$ cat src/rtl/rect_fill_engine.sv
// Rectangle fill engine: clips a rectangle command to the screen and streams raster-order pixel writes.
// Optional outline mode is compiled in with `define RECT_OUTLINE_EN.
module rect_fill_engine #(
  parameter int H_RES  = 640,
  parameter int V_RES  = 480,
  parameter int ADDR_W = 19
) (
  input  logic              clk_100mhz_buf,
  input  logic              rst,
  input  logic              cmd_valid,
  output logic              cmd_ready,
  input  logic [9:0]        cmd_x,
  input  logic [8:0]        cmd_y,
  input  logic [9:0]        cmd_w,
  input  logic [8:0]        cmd_h,
  input  logic [2:0]        cmd_color,
  input  logic              cmd_outline,
  input  logic              fb_ready,
  output logic              wr_valid,
  output logic [ADDR_W-1:0] Waddr,
  output logic [2:0]        Wdata,
  output logic              busy,
  output logic              done
);

  typedef enum logic [1:0] {IDLE, CLIP, DRAW, DONE} state_t;

  localparam logic [10:0]       H_RES11 = 11'(H_RES);
  localparam logic [9:0]        V_RES10 = 10'(V_RES);
  localparam logic [ADDR_W-1:0] H_STEP  = ADDR_W'(H_RES);

  state_t              state_q, state_d;
  logic [9:0]          cx_q, cx_d, cw_q, cw_d;
  logic [8:0]          cy_q, cy_d, ch_q, ch_d;
  logic [2:0]          color_q, color_d;
  logic [10:0]         x_q, x_d, x1_q, x1_d;
  logic [9:0]          y_q, y_d, y1_q, y1_d;
  logic [ADDR_W-1:0]   row_base_q, row_base_d;
  logic [ADDR_W-1:0]   waddr_q, waddr_d;
  logic [2:0]          wdata_q, wdata_d;
  logic                cmd_ready_q, cmd_ready_d;
  logic                wr_valid_q, wr_valid_d;
  logic                busy_q, busy_d;
  logic                done_q, done_d;

  logic [10:0]         sum_x, x1_c;
  logic [9:0]          sum_y, y1_c;
  logic                empty_c;
  logic [ADDR_W-1:0]   row0_c;
  logic                accept, last_col, last_row;

`ifdef RECT_OUTLINE_EN
  logic outline_q, outline_d;
`else
  logic unused_outline;
  assign unused_outline = cmd_outline;
`endif

  always_comb begin
    state_d    = state_q;
    cx_d       = cx_q;
    cy_d       = cy_q;
    cw_d       = cw_q;
    ch_d       = ch_q;
    color_d    = color_q;
    x_d        = x_q;
    y_d        = y_q;
    x1_d       = x1_q;
    y1_d       = y1_q;
    row_base_d = row_base_q;
    waddr_d    = waddr_q;
    wdata_d    = wdata_q;
`ifdef RECT_OUTLINE_EN
    outline_d  = outline_q;
`endif

    sum_x    = {1'b0, cx_q} + {1'b0, cw_q};
    x1_c     = (sum_x > H_RES11) ? H_RES11 : sum_x;
    sum_y    = {1'b0, cy_q} + {1'b0, ch_q};
    y1_c     = (sum_y > V_RES10) ? V_RES10 : sum_y;
    empty_c  = (cw_q == 10'd0) || (ch_q == 9'd0) ||
               ({1'b0, cx_q} >= H_RES11) || ({1'b0, cy_q} >= V_RES10);
    // y*640 as y*512 + y*128, keeping multipliers out of the address path
    row0_c   = ADDR_W'({cy_q, 9'b0}) + ADDR_W'({cy_q, 7'b0});
    accept   = wr_valid_q && fb_ready;
    last_col = (x_q == x1_q - 11'd1);
    last_row = (y_q == y1_q - 10'd1);

    case (state_q)
      IDLE: begin
        if (cmd_valid) begin
          cx_d    = cmd_x;
          cy_d    = cmd_y;
          cw_d    = cmd_w;
          ch_d    = cmd_h;
          color_d = cmd_color;
`ifdef RECT_OUTLINE_EN
          outline_d = cmd_outline;
`endif
          state_d = CLIP;
        end
      end
      CLIP: begin
        wdata_d = color_q;
        x1_d    = x1_c;
        y1_d    = y1_c;
        if (empty_c) begin
          state_d = DONE;
        end else begin
          row_base_d = row0_c;
          x_d        = {1'b0, cx_q};
          y_d        = {1'b0, cy_q};
          waddr_d    = row0_c + ADDR_W'(cx_q);
          state_d    = DRAW;
        end
      end
      DRAW: begin
        if (accept) begin
          if (last_col) begin
            if (last_row) begin
              state_d = DONE;
            end else begin
              row_base_d = row_base_q + H_STEP;
              x_d        = {1'b0, cx_q};
              y_d        = y_q + 10'd1;
              waddr_d    = row_base_q + H_STEP + ADDR_W'(cx_q);
            end
`ifdef RECT_OUTLINE_EN
          end else if (outline_q && (y_q != {1'b0, cy_q}) && !last_row &&
                       (x_q == {1'b0, cx_q})) begin
            // interior row of an outline: skip straight to the right border
            x_d     = x1_q - 11'd1;
            waddr_d = row_base_q + ADDR_W'(x1_q) - ADDR_W'(1);
`endif
          end else begin
            x_d     = x_q + 11'd1;
            waddr_d = waddr_q + ADDR_W'(1);
          end
        end
      end
      default: state_d = IDLE;
    endcase

    cmd_ready_d = (state_d == IDLE);
    busy_d      = (state_d != IDLE);
    wr_valid_d  = (state_d == DRAW);
    done_d      = (state_d == DONE);
  end

  always_ff @(posedge clk_100mhz_buf or posedge rst) begin
    if (rst) begin
      state_q     <= IDLE;
      cx_q        <= '0;
      cy_q        <= '0;
      cw_q        <= '0;
      ch_q        <= '0;
      color_q     <= '0;
      x_q         <= '0;
      y_q         <= '0;
      x1_q        <= '0;
      y1_q        <= '0;
      row_base_q  <= '0;
      waddr_q     <= '0;
      wdata_q     <= '0;
      cmd_ready_q <= 1'b1;
      wr_valid_q  <= 1'b0;
      busy_q      <= 1'b0;
      done_q      <= 1'b0;
`ifdef RECT_OUTLINE_EN
      outline_q   <= 1'b0;
`endif
    end else begin
      state_q     <= state_d;
      cx_q        <= cx_d;
      cy_q        <= cy_d;
      cw_q        <= cw_d;
      ch_q        <= ch_d;
      color_q     <= color_d;
      x_q         <= x_d;
      y_q         <= y_d;
      x1_q        <= x1_d;
      y1_q        <= y1_d;
      row_base_q  <= row_base_d;
      waddr_q     <= waddr_d;
      wdata_q     <= wdata_d;
      cmd_ready_q <= cmd_ready_d;
      wr_valid_q  <= wr_valid_d;
      busy_q      <= busy_d;
      done_q      <= done_d;
`ifdef RECT_OUTLINE_EN
      outline_q   <= outline_d;
`endif
    end
  end

  assign cmd_ready = cmd_ready_q;
  assign wr_valid  = wr_valid_q;
  assign Waddr     = waddr_q;
  assign Wdata     = wdata_q;
  assign busy      = busy_q;
  assign done      = done_q;

endmodule

$ cat config.mk
export PLATFORM = sky130hd
export DESIGN_NAME = rect_fill_engine
export DESIGN_NICKNAME = d
export VERILOG_FILES = /design/src/rtl/rect_fill_engine.sv
export SDC_FILE = /design/constraint.sdc
export NUM_CORES = 1
export LEC_CHECK = 0
export CAP_MARGIN = 20
export CORE_ASPECT_RATIO = 0.9
export CORE_MARGIN = 2
export CORE_UTILIZATION = 40
export CTS_CLUSTER_DIAMETER = 120
export CTS_CLUSTER_SIZE = 30
export DETAILED_ROUTE_END_ITERATION = 12
export SYNTH_ARGS = -nofsm -noshare
export SYNTH_HDL_FRONTEND = slang
export SYNTH_SLANG_ARGS = --single-unit
$ cat constraint.sdc
create_clock -name clk_100mhz_buf -period 8.7 [get_ports clk_100mhz_buf]
set_input_delay 0.87 -clock clk_100mhz_buf [delete_from_list [all_inputs] [get_ports clk_100mhz_buf]]
set_output_delay 0.87 -clock clk_100mhz_buf [all_outputs]
set_load 0.02 [all_outputs]
Yosys cells after proc, flatten, opt, wreduce, memory -nomap -nowiden

Index checks and enable logic that the tools add are counted.

Input port bits: 46
Logic and storage cells: 84
Flip-flop bits (word level): 130

Magnitude comparators: 4
Equality and inequality tests: 11
Multiplexer cells: 28
Add/sub/neg operators: 11
Reduce and logical (&&, ||, !) cells: 13

Operators with widths:

| kind                                                             | count |
|---|---|
| 2-to-1 mux 19 bit                                                | 8 |
| one-hot mux 19 bit (2 select lines)                              | 2 |
| 2-to-1 mux 11 bit                                                | 5 |
| 2-to-1 mux 10 bit                                                | 5 |
| adder 19 x 10 -> 19 bit                                          | 2 |
| one-hot mux 11 bit (2 select lines)                              | 1 |
| one-hot mux 10 bit (2 select lines)                              | 1 |
| adder 18 x 16 -> 19 bit                                          | 1 |
| adder 19 x 1 -> 19 bit (second input constant)                   | 1 |
| adder 19 x 10 -> 19 bit (second input constant)                  | 1 |
| adder 10 x 10 -> 11 bit                                          | 1 |
| adder 11 x 1 -> 11 bit (second input constant)                   | 1 |
| == test 11 bit                                                   | 1 |
| greater-than comparator 11 x 10 -> 1 bit (second input constant) | 1 |
| subtractor 11 x 1 -> 11 bit (second input constant)              | 1 |
| adder 10 x 1 -> 10 bit (second input constant)                   | 1 |
| adder 9 x 9 -> 10 bit                                            | 1 |
| == test 10 bit                                                   | 1 |
| greater-or-equal comparator 10 bit (second input constant)       | 1 |
| greater-than comparator 10 x 9 -> 1 bit (second input constant)  | 1 |
| zero test 10 bit                                                 | 1 |
| subtractor 10 x 1 -> 10 bit (second input constant)              | 1 |
| greater-or-equal comparator 9 bit (second input constant)        | 1 |
| zero test 9 bit                                                  | 1 |
| other kinds (14)                                                 | 26 |

Depth between registers and ports, before layout

Gate-level depths: netlist of the first run.

Depth in word-level cells: 7
Gate-level depth with buffers: 14
Depth with buffers taken out: 11

Worst setup path before layout of the first run

No wires, ideal clock.

Kind: register -> register
Start: reg x1_q[0]
End: reg waddr_q[6], in the netlist Waddr[6]
Stages on the path, launching flop included: 13
Library setup time: 0.121 ns
Path buffers: 3
Arrival: 2.659 ns
Setup slack: 5.920 ns
Clock period less this slack: 2.780 ns
Cell sequence: dfrtp_1 -> inv_1 -> ha_1 -> xor2_1 -> nand2_1 -> a2111oi_2 -> o2111ai_1 -> or3_1 -> buf_6 -> o21a_1 -> buf_6 -> buf_6 -> a22o_1

Word-level cells in the longest chain between the ends: 5
Elaborated cells on any way between the ends: 7
Classes of those cells: 1 x add/sub; 2 x eq/ne; 3 x mux; 1 x reduce/logical

RTL lines:

| item                                | RTL line | source |
|---|---|---|
| from (decl)                         | 36       | `logic [10:0] x_q, x_d, x1_q, x1_d;` |
| from (signal assigned)              | 160      | `x1_q <= '0;` |
| from (signal assigned)              | 181      | `x1_q <= x1_d;` |
| subtractor 11 x 1 -> 11 bit *       | 86       | `last_col = (x_q == x1_q - 11'd1);` |
| == test 11 bit *                    | 86       |  |
| 2-to-1 mux 19 bit                   | 119      | `if (last_col) begin` |
| 2-to-1 mux 19 bit                   | 118      | `if (accept) begin` |
| one-hot mux 19 bit (2 select lines) | 89       | `case (state_q)` |
| to (signal assigned)                | 184      | `waddr_q <= waddr_d;` |
| to (decl)                           | 39       | `logic [ADDR_W-1:0] waddr_q, waddr_d;` |

Every way passes the cells marked *; elsewhere a longest branch is shown, timed or not. The select of a mux whose other input is x is not followed.
A chain may end at the register's enable or synchronous reset.

Worst setup path after layout of the first run

Start: reg state_q[0]
End: reg row_base_q[17]

Word-level cells in the longest chain between the ends: 3
Elaborated cells on any way between the ends: 9
Classes of those cells: 6 x eq/ne; 1 x mux; 2 x reduce/logical

RTL lines:

| item                                                                  | RTL line | source |
|---|---|---|
| from (decl)                                                           | 32       | `state_t state_q, state_d;` |
| from (signal assigned)                                                | 173      | `state_q <= state_d;` |
| == test 2 bit or == test 2 x 1 -> 1 bit (tied branches)               | 89       |  |
| inequality test 2 bit (no line) or nonzero test 2 bit (tied branches) | --       |  |
| AND reduction 5 bit (no line)                                         | --       |  |
| to (signal assigned)                                                  | 183      | `row_base_q <= row_base_d;` |
| to (decl)                                                             | 38       | `logic [ADDR_W-1:0] row_base_q, row_base_d;` |

Several ways; a longest one is shown, not always the timed one.

==> results of run 1 <==
layout make-up:
class / instances / share of cell area
inverter: 44 / 0.0169
sequential: 123 / 0.311
multi-input combinational: 695 / 0.502
clock inverter: 12 / 0.0139
timing repair buffer: 76 / 0.0766
clock buffer: 20 / 0.0471
tap: 260 / 0.0329
cells by family after synthesis:
kind of cell / after synthesis / synth area share
AND/OR/NAND/NOR: 263 / 0.159
AO/OA/AOI/OAI: 238 / 0.183
flip-flops: 123 / 0.368
buffers and inverters: 80 / 0.0415
multiplexers: 75 / 0.0980
XOR/XNOR: 73 / 0.0780
adder cells (fa/ha/maj): 46 / 0.0723
path summary, 6_finish.rpt:
check,endpoint,depth (start not counted)
worst min-delay path,color_q[2],1
max in group asynchronous,x1_q[8],3
worst max register to register,row_base_q[17],9
worst max-delay path,row_base_q[17],9
min in group asynchronous,cx_q[4],2
worst min register to register,color_q[2],1
stage by stage:
stage | setup WS [ns] | std cells | cell area, sq um
after floorplan | 4.56 | 898 | 8380
after global placement | 4.61 | 1197 | 9280
after detailed placement | 4.54 | 1197 | 9280
after CTS | 4.52 | 1229 | 9880
after global routing | 4.73 | 1230 | 9900
final | 5.09 | 1230 | 9900
cells in the final DEF (no fill, tap or decap), types with 5 or more instances in the layout:
cell type                         instances
sky130_fd_sc_hd__dfrtp_1                122
sky130_fd_sc_hd__a21oi_1                 80
sky130_fd_sc_hd__nor2_1                  74
sky130_fd_sc_hd__clkdlybuf4s50_1         70
sky130_fd_sc_hd__nand2_1                 52
sky130_fd_sc_hd__mux2_2                  48
sky130_fd_sc_hd__o21ai_0                 46
sky130_fd_sc_hd__xnor2_1                 44
sky130_fd_sc_hd__inv_1                   43
sky130_fd_sc_hd__ha_1                    41
sky130_fd_sc_hd__nand3_1                 34
sky130_fd_sc_hd__xor2_1                  28
sky130_fd_sc_hd__mux2i_1                 25
sky130_fd_sc_hd__nor3_1                  19
sky130_fd_sc_hd__clkbuf_16               17
sky130_fd_sc_hd__nand2b_1                14
sky130_fd_sc_hd__and3_1                  12
sky130_fd_sc_hd__a21o_1                  12
sky130_fd_sc_hd__o22ai_1                 12
sky130_fd_sc_hd__nand4_1                 11
sky130_fd_sc_hd__a31oi_1                  8
sky130_fd_sc_hd__o31ai_1                  8
sky130_fd_sc_hd__o211ai_1                 7
sky130_fd_sc_hd__nor2b_1                  7
sky130_fd_sc_hd__a211oi_1                 7
sky130_fd_sc_hd__nor4b_1                  6
sky130_fd_sc_hd__o41ai_1                  6
sky130_fd_sc_hd__o21a_1                   5
sky130_fd_sc_hd__or3_1                    5
sky130_fd_sc_hd__nor4_1                   5
sky130_fd_sc_hd__o32ai_1                  5
sky130_fd_sc_hd__buf_4                    5
per-layer routing:
metal	wire, microns	GRT usage
met5	0	0
met3	780	0.0394
met4	236	0.0488
met2	8420	0.281
met1	10300	0.280
registers in the layout, summed over array words and instances (netlist names), 2 cells and up:
| register | count |
|---|---|
| y_q | 10 |
| x_q | 11 |
| Waddr | 19 |
| Wdata | 3 |
| x1_q | 11 |
| cx_q | 10 |
| cw_q | 10 |
| state_q | 2 |
| color_q | 3 |
| ch_q | 9 |
| cy_q | 9 |
| y1_q | 10 |
| row_base_q | 12 |
==> results.yml, run 1 <==
yosys:
  netlist_instances: 898
  ffs_w_async_s_r_synth: 1.00
  ys.warnings.count: 0
  synthDominantAreaCellType: "sky130_fd_sc_hd__dfrtp_1"
  netlist_top_cells_area: "sky130_fd_sc_hd__dfrtp_1, sky130_fd_sc_hd__mux2_2, sky130_fd_sc_hd__ha_1"
  post_synth_most_frequent_cells: "sky130_fd_sc_hd__dfrtp_1, sky130_fd_sc_hd__a21oi_1, sky130_fd_sc_hd__nor2_1, sky130_fd_sc_hd__nand2_1, sky130_fd_sc_hd__mux2_2"
  postSynthAreaPerCell_sq_um: 9.33
  synth-main-ff-cell: "sky130_fd_sc_hd__dfrtp_1"
  post-synth-top-area-fraction: 0.364
  syn_nets: 990
  synth_sequential_area_ratio: 0.368
  edff_count_synth: 0
  synth_seq_cells: 123
  combined_area_of_all_synthesized_cells_sq_mm: 0.00838
  yosys.cell_types.count: 71
  most_instantiated_library_cell_after_synthesis: "sky130_fd_sc_hd__dfrtp_1"
clock_tree:
  post_cts_hold_buffer_count: 0
  cts.reportedPaths.clkPinSlew_ns: 0.06
  clock_insertion_delay_worst_skew_ns: 0.43
  ctsHtreeMaxLevel: 4
  clock_tree.root_cell: "sky130_fd_sc_hd__clkbuf_16"
  postCtsSetupBuffers: 0
  clock_path_buffers: 2
  cts_buffers: 17
  cts.repair.resized: 0
  clock_tree_from_tritoncts: "built"
  tritoncts_num_sinks: 123
worst_setup_path:
  type_of_the_worst_setup_path: "reg2reg"
  timing.rr.start: "state_q[0]"
  worst_ep_arrival_time_ns: 3.93
  worstPathCellList: "inv_1 > ha_2 > buf_4 > inv_1 > nor3_1 > nand4b_1 > o31ai_1 > nor2_4 > mux2_2"
  worstSetupEndpointType: "register"
  worst-path-buf-inv: 3
  setup_slack_reg_to_reg_ns: 5.09
  path_max_fanout: 60
  critical_path.startpoint_type: "register"
  critical_path_required_ns: 9.01
  setup.worst_path.start: "state_q[0]"
  timing.critical_path.mode_cell: "sky130_fd_sc_hd__inv_1"
  path_delay_family: "buffers and inverters"
  critical_path.max_stage_delay_ns: 0.61
  critical_path.slowest_cell: "sky130_fd_sc_hd__o31ai_1"
final_layout:
  diodes: 0
  number_of_nets_in_the_finished_design: 1049
  layout.core_utilization: 0.480
  seq_area_sq_mm: 0.00308
  fillerInstances: 1998
  multiInputGateArea_sq_mm: 0.00496
  layout-drive-gt1-share: 0.113
  syn_to_final_growth_pct: 18.2
floorplan:
  dieArea_sq_mm: 0.0221
  floorplan.core_area_sq_mm: 0.0206
  initial_utilization: 0.406
  die_h_microns: 141
  dieWidth_microns: 157
  ports_placed_on_the_boundary: 72
  core.rowCount: 50
place:
  hpwl_microns: 14400
  globalplace.congestion: 0.836
  numPortBuffers: 70
sta:
  fin_setup_tns_ns: 0
  final-max-slew-violation-count: 0
  finalWorstPathRequiredPeriod_ns: 3.61
  worst_hold_slack_ns: 0.504
  timing.final.setup_violations: 0
  rsz0062_at_grt: "no"
  max_freq_mhz: 277
  max_slew.worst_pin.slew_ns: 1.02
  headroom_to_the_max_slew_limit: 0.314
  finClkSkew_ns: 0.0106
  final_min_period_over_clock_period: 0.415
  hold_viol_final: 0
global_routing:
  grt_antenna_before_repair: 0
  grt_max_degree: 61
  grt_first_pass_wirelength_microns: 33500
  grt.total_usage: 0.189
  grt_overflow: 0
  first_global_vias: 6461
route:
  via_count: 6764
  drtAntennaViolNets: 0
  route.final.wire_length_microns: 19700
  vias_per_cell: 5.50
  drt_drc_violations_left: 0
  first_pass_iters: 5
  drt-initial-drc-count: 464
  wl_per_cell_microns: 16.0
worst_hold_path:
  worstHoldStart: "color_q[2]"
  min_path_type: "reg2reg"
job:
  cap_viol_max_count: 0
run_status:
  run_status: "finished, final reports clean"
Power of run 1 is not shown: default switching activity piles up to over one toggle a cycle in this logic, so the estimate is an artifact.
==> run 2: changes to the inputs <==
Clock period 8.7 ns to 3.7 ns, I/O delays scaled along.
==> run 2 against run 1 <==
Against the previous run:
- non-clock buffer count grew 10
- critical path depth grew 2
- clock skew shrank 0.00062 ns
- routed wire length grew 1.9%
- design area grew 1.1%
- worst setup slack lost 4.7 ns
- count of clock-buffer cells in the layout is the same
- die area is the same
- register-to-register slack lost 4.7 ns
- sequential cell count is the same
- sequential share of layout area shrank 0.33 points
- utilization grew 0.52 points
- critical path type unchanged
- largest cell class unchanged
==> results.yml, run 2 (synthesis gave the netlist of run 1 again) <==
worst_setup_path:
  critical_path_required_ns: 4.04
  worstSetupEndpointType: "register"
  type_of_the_worst_setup_path: "reg2reg"
  critical_path.max_stage_delay_ns: 0.54
  path_max_fanout: 17
  worstPathCellList: "inv_1 > ha_1 > xor2_1 > nand2_1 > a2111oi_2 > o2111ai_1 > o41a_1 > nor2_4 > buf_4 > a21oi_1 > a21oi_1"
  worst_ep_arrival_time_ns: 3.62
  critical_path.startpoint_type: "register"
  timing.critical_path.mode_cell: "sky130_fd_sc_hd__a21oi_1"
  critical_path.slowest_cell: "sky130_fd_sc_hd__o41a_1"
clock_tree:
  tritoncts_num_sinks: 123
  clock_tree_from_tritoncts: "built"
  postCtsSetupBuffers: 0
  cts.repair.resized: 0
  ctsHtreeMaxLevel: 4
  cts.reportedPaths.clkPinSlew_ns: 0.06
  clock_path_buffers: 2
  clock_tree.root_cell: "sky130_fd_sc_hd__clkbuf_16"
  cts_buffers: 17
  post_cts_hold_buffer_count: 0
  clock_insertion_delay_worst_skew_ns: 0.42
place:
  globalplace.congestion: 0.832
  hpwl_microns: 14800
  numPortBuffers: 70
floorplan:
  ports_placed_on_the_boundary: 72
  initial_utilization: 0.406
  floorplan.core_area_sq_mm: 0.0206
  die_h_microns: 141
  core.rowCount: 50
  dieWidth_microns: 157
  dieArea_sq_mm: 0.0221
global_routing:
  grt_max_degree: 64
  grt_first_pass_wirelength_microns: 33300
  grt_overflow: 0
  grt.total_usage: 0.190
  grt_antenna_before_repair: 0
  first_global_vias: 6475
sta:
  finalWorstPathRequiredPeriod_ns: 3.27
  rsz0062_at_grt: "no"
  max_freq_mhz: 305
  timing.final.setup_violations: 0
  max_slew.worst_pin.slew_ns: 0.946
  final_min_period_over_clock_period: 0.885
  final-max-slew-violation-count: 0
  hold_viol_final: 0
  headroom_to_the_max_slew_limit: 0.367
  fin_setup_tns_ns: 0
  finClkSkew_ns: 0.0100
final_layout:
  layout_commonest_cell: "sky130_fd_sc_hd__dfrtp_1"
  largest_reg_flops: 19
  diodes: 0
  most-common-layout-cells: "sky130_fd_sc_hd__dfrtp_1, sky130_fd_sc_hd__a21oi_1, sky130_fd_sc_hd__nor2_1"
  layout-drive-gt1-share: 0.120
  syn_to_final_growth_pct: 19.5
  number_of_nets_in_the_finished_design: 1059
job:
  cap_viol_max_count: 0
route:
  wl_per_cell_microns: 16.2
  drt-initial-drc-count: 443
  route.final.wire_length_microns: 20100
  drtAntennaViolNets: 0
  vias_per_cell: 5.48
  via_count: 6782
  drt_drc_violations_left: 0
  first_pass_iters: 5
worst_hold_path:
  min_path_type: "in2async"
run_status:
  run_status: "finished, final reports clean"
-- run 2: changes by cell type in the layout (fill, tap and decap cells not counted), sizes merged --
| cell | change |
|---|---|
| buf | +10 |
| bufinv | +2 |
| inv | -3 |
| clkinv | -3 |
| clkinvlp | +2 |
-- run 2: path summary, 6_finish.rpt --
kind                              endpoint  slack, ns       start  cells past startpoint
worst min-delay path               cw_q[4]       0.41         rst                      2
worst max register to register      y_q[5]       0.43     x1_q[0]                     11
min in group clk_100mhz_buf     color_q[0]       0.50  color_q[0]                      1
worst min register to register  color_q[0]       0.50  color_q[0]                      1
worst max-delay path                y_q[5]       0.43     x1_q[0]                     11
max in group asynchronous          cw_q[8]       2.48         rst                      3
-- run 2: routing by layer --
| metal | GRT usage | share of wire | up-vias |
|---|---|---|---|
| li1 | - | - | 3411 |
| met1 | 0.273 | 0.51 | 3214 |
| met2 | 0.292 | 0.44 | 138 |
| met3 | 0.0412 | 0.044 | 19 |
| met4 | 0.0473 | 0.011 | 0 |
| met5 | 0 | 0 | - |
-- run 2: area by class of cell --
type	count	area (sq um)
fillers	1976	10600
multi-input cells	695	4960
flip-flops and latches	123	3080
repair buffers	86	846
clock buffers	20	457
well taps	260	325
clock inverters	10	168
inverters	44	168
-- run 2: per-stage QoR --
stage                     worst slack [ns]  cells  utilization  hold WS [ns]  area (sq um)
after floorplan                     0.0608    898            -         0.474          8380
after global placement               0.466   1208        0.454         0.486          9380
after detailed placement             0.444   1208        0.454         0.486          9380
after CTS                            0.427   1238        0.485         0.438         10000
after global routing                 0.132   1238        0.485         0.461         10000
final                                0.425   1238        0.485         0.408         10000
-- run 2: critical path: cells and delay by family (launching register included) --
family	cells	cell delay [ns]
xor+xnor	1	0.15
flops	1	0.44
buf+inv	2	0.39
compound gates	5	1.41
simple gates	2	0.49
fa+ha+maj	1	0.31
Power of run 2 is left out for the same reason.
==> run 3: changes to the inputs <==
Settings changed: TNS_END_PERCENT from default to 1.
==> results of run 3 <==
Same layout as run 2: the final DEF is identical, and so are final timing and power.
Power of run 3 is left out for the same reason.
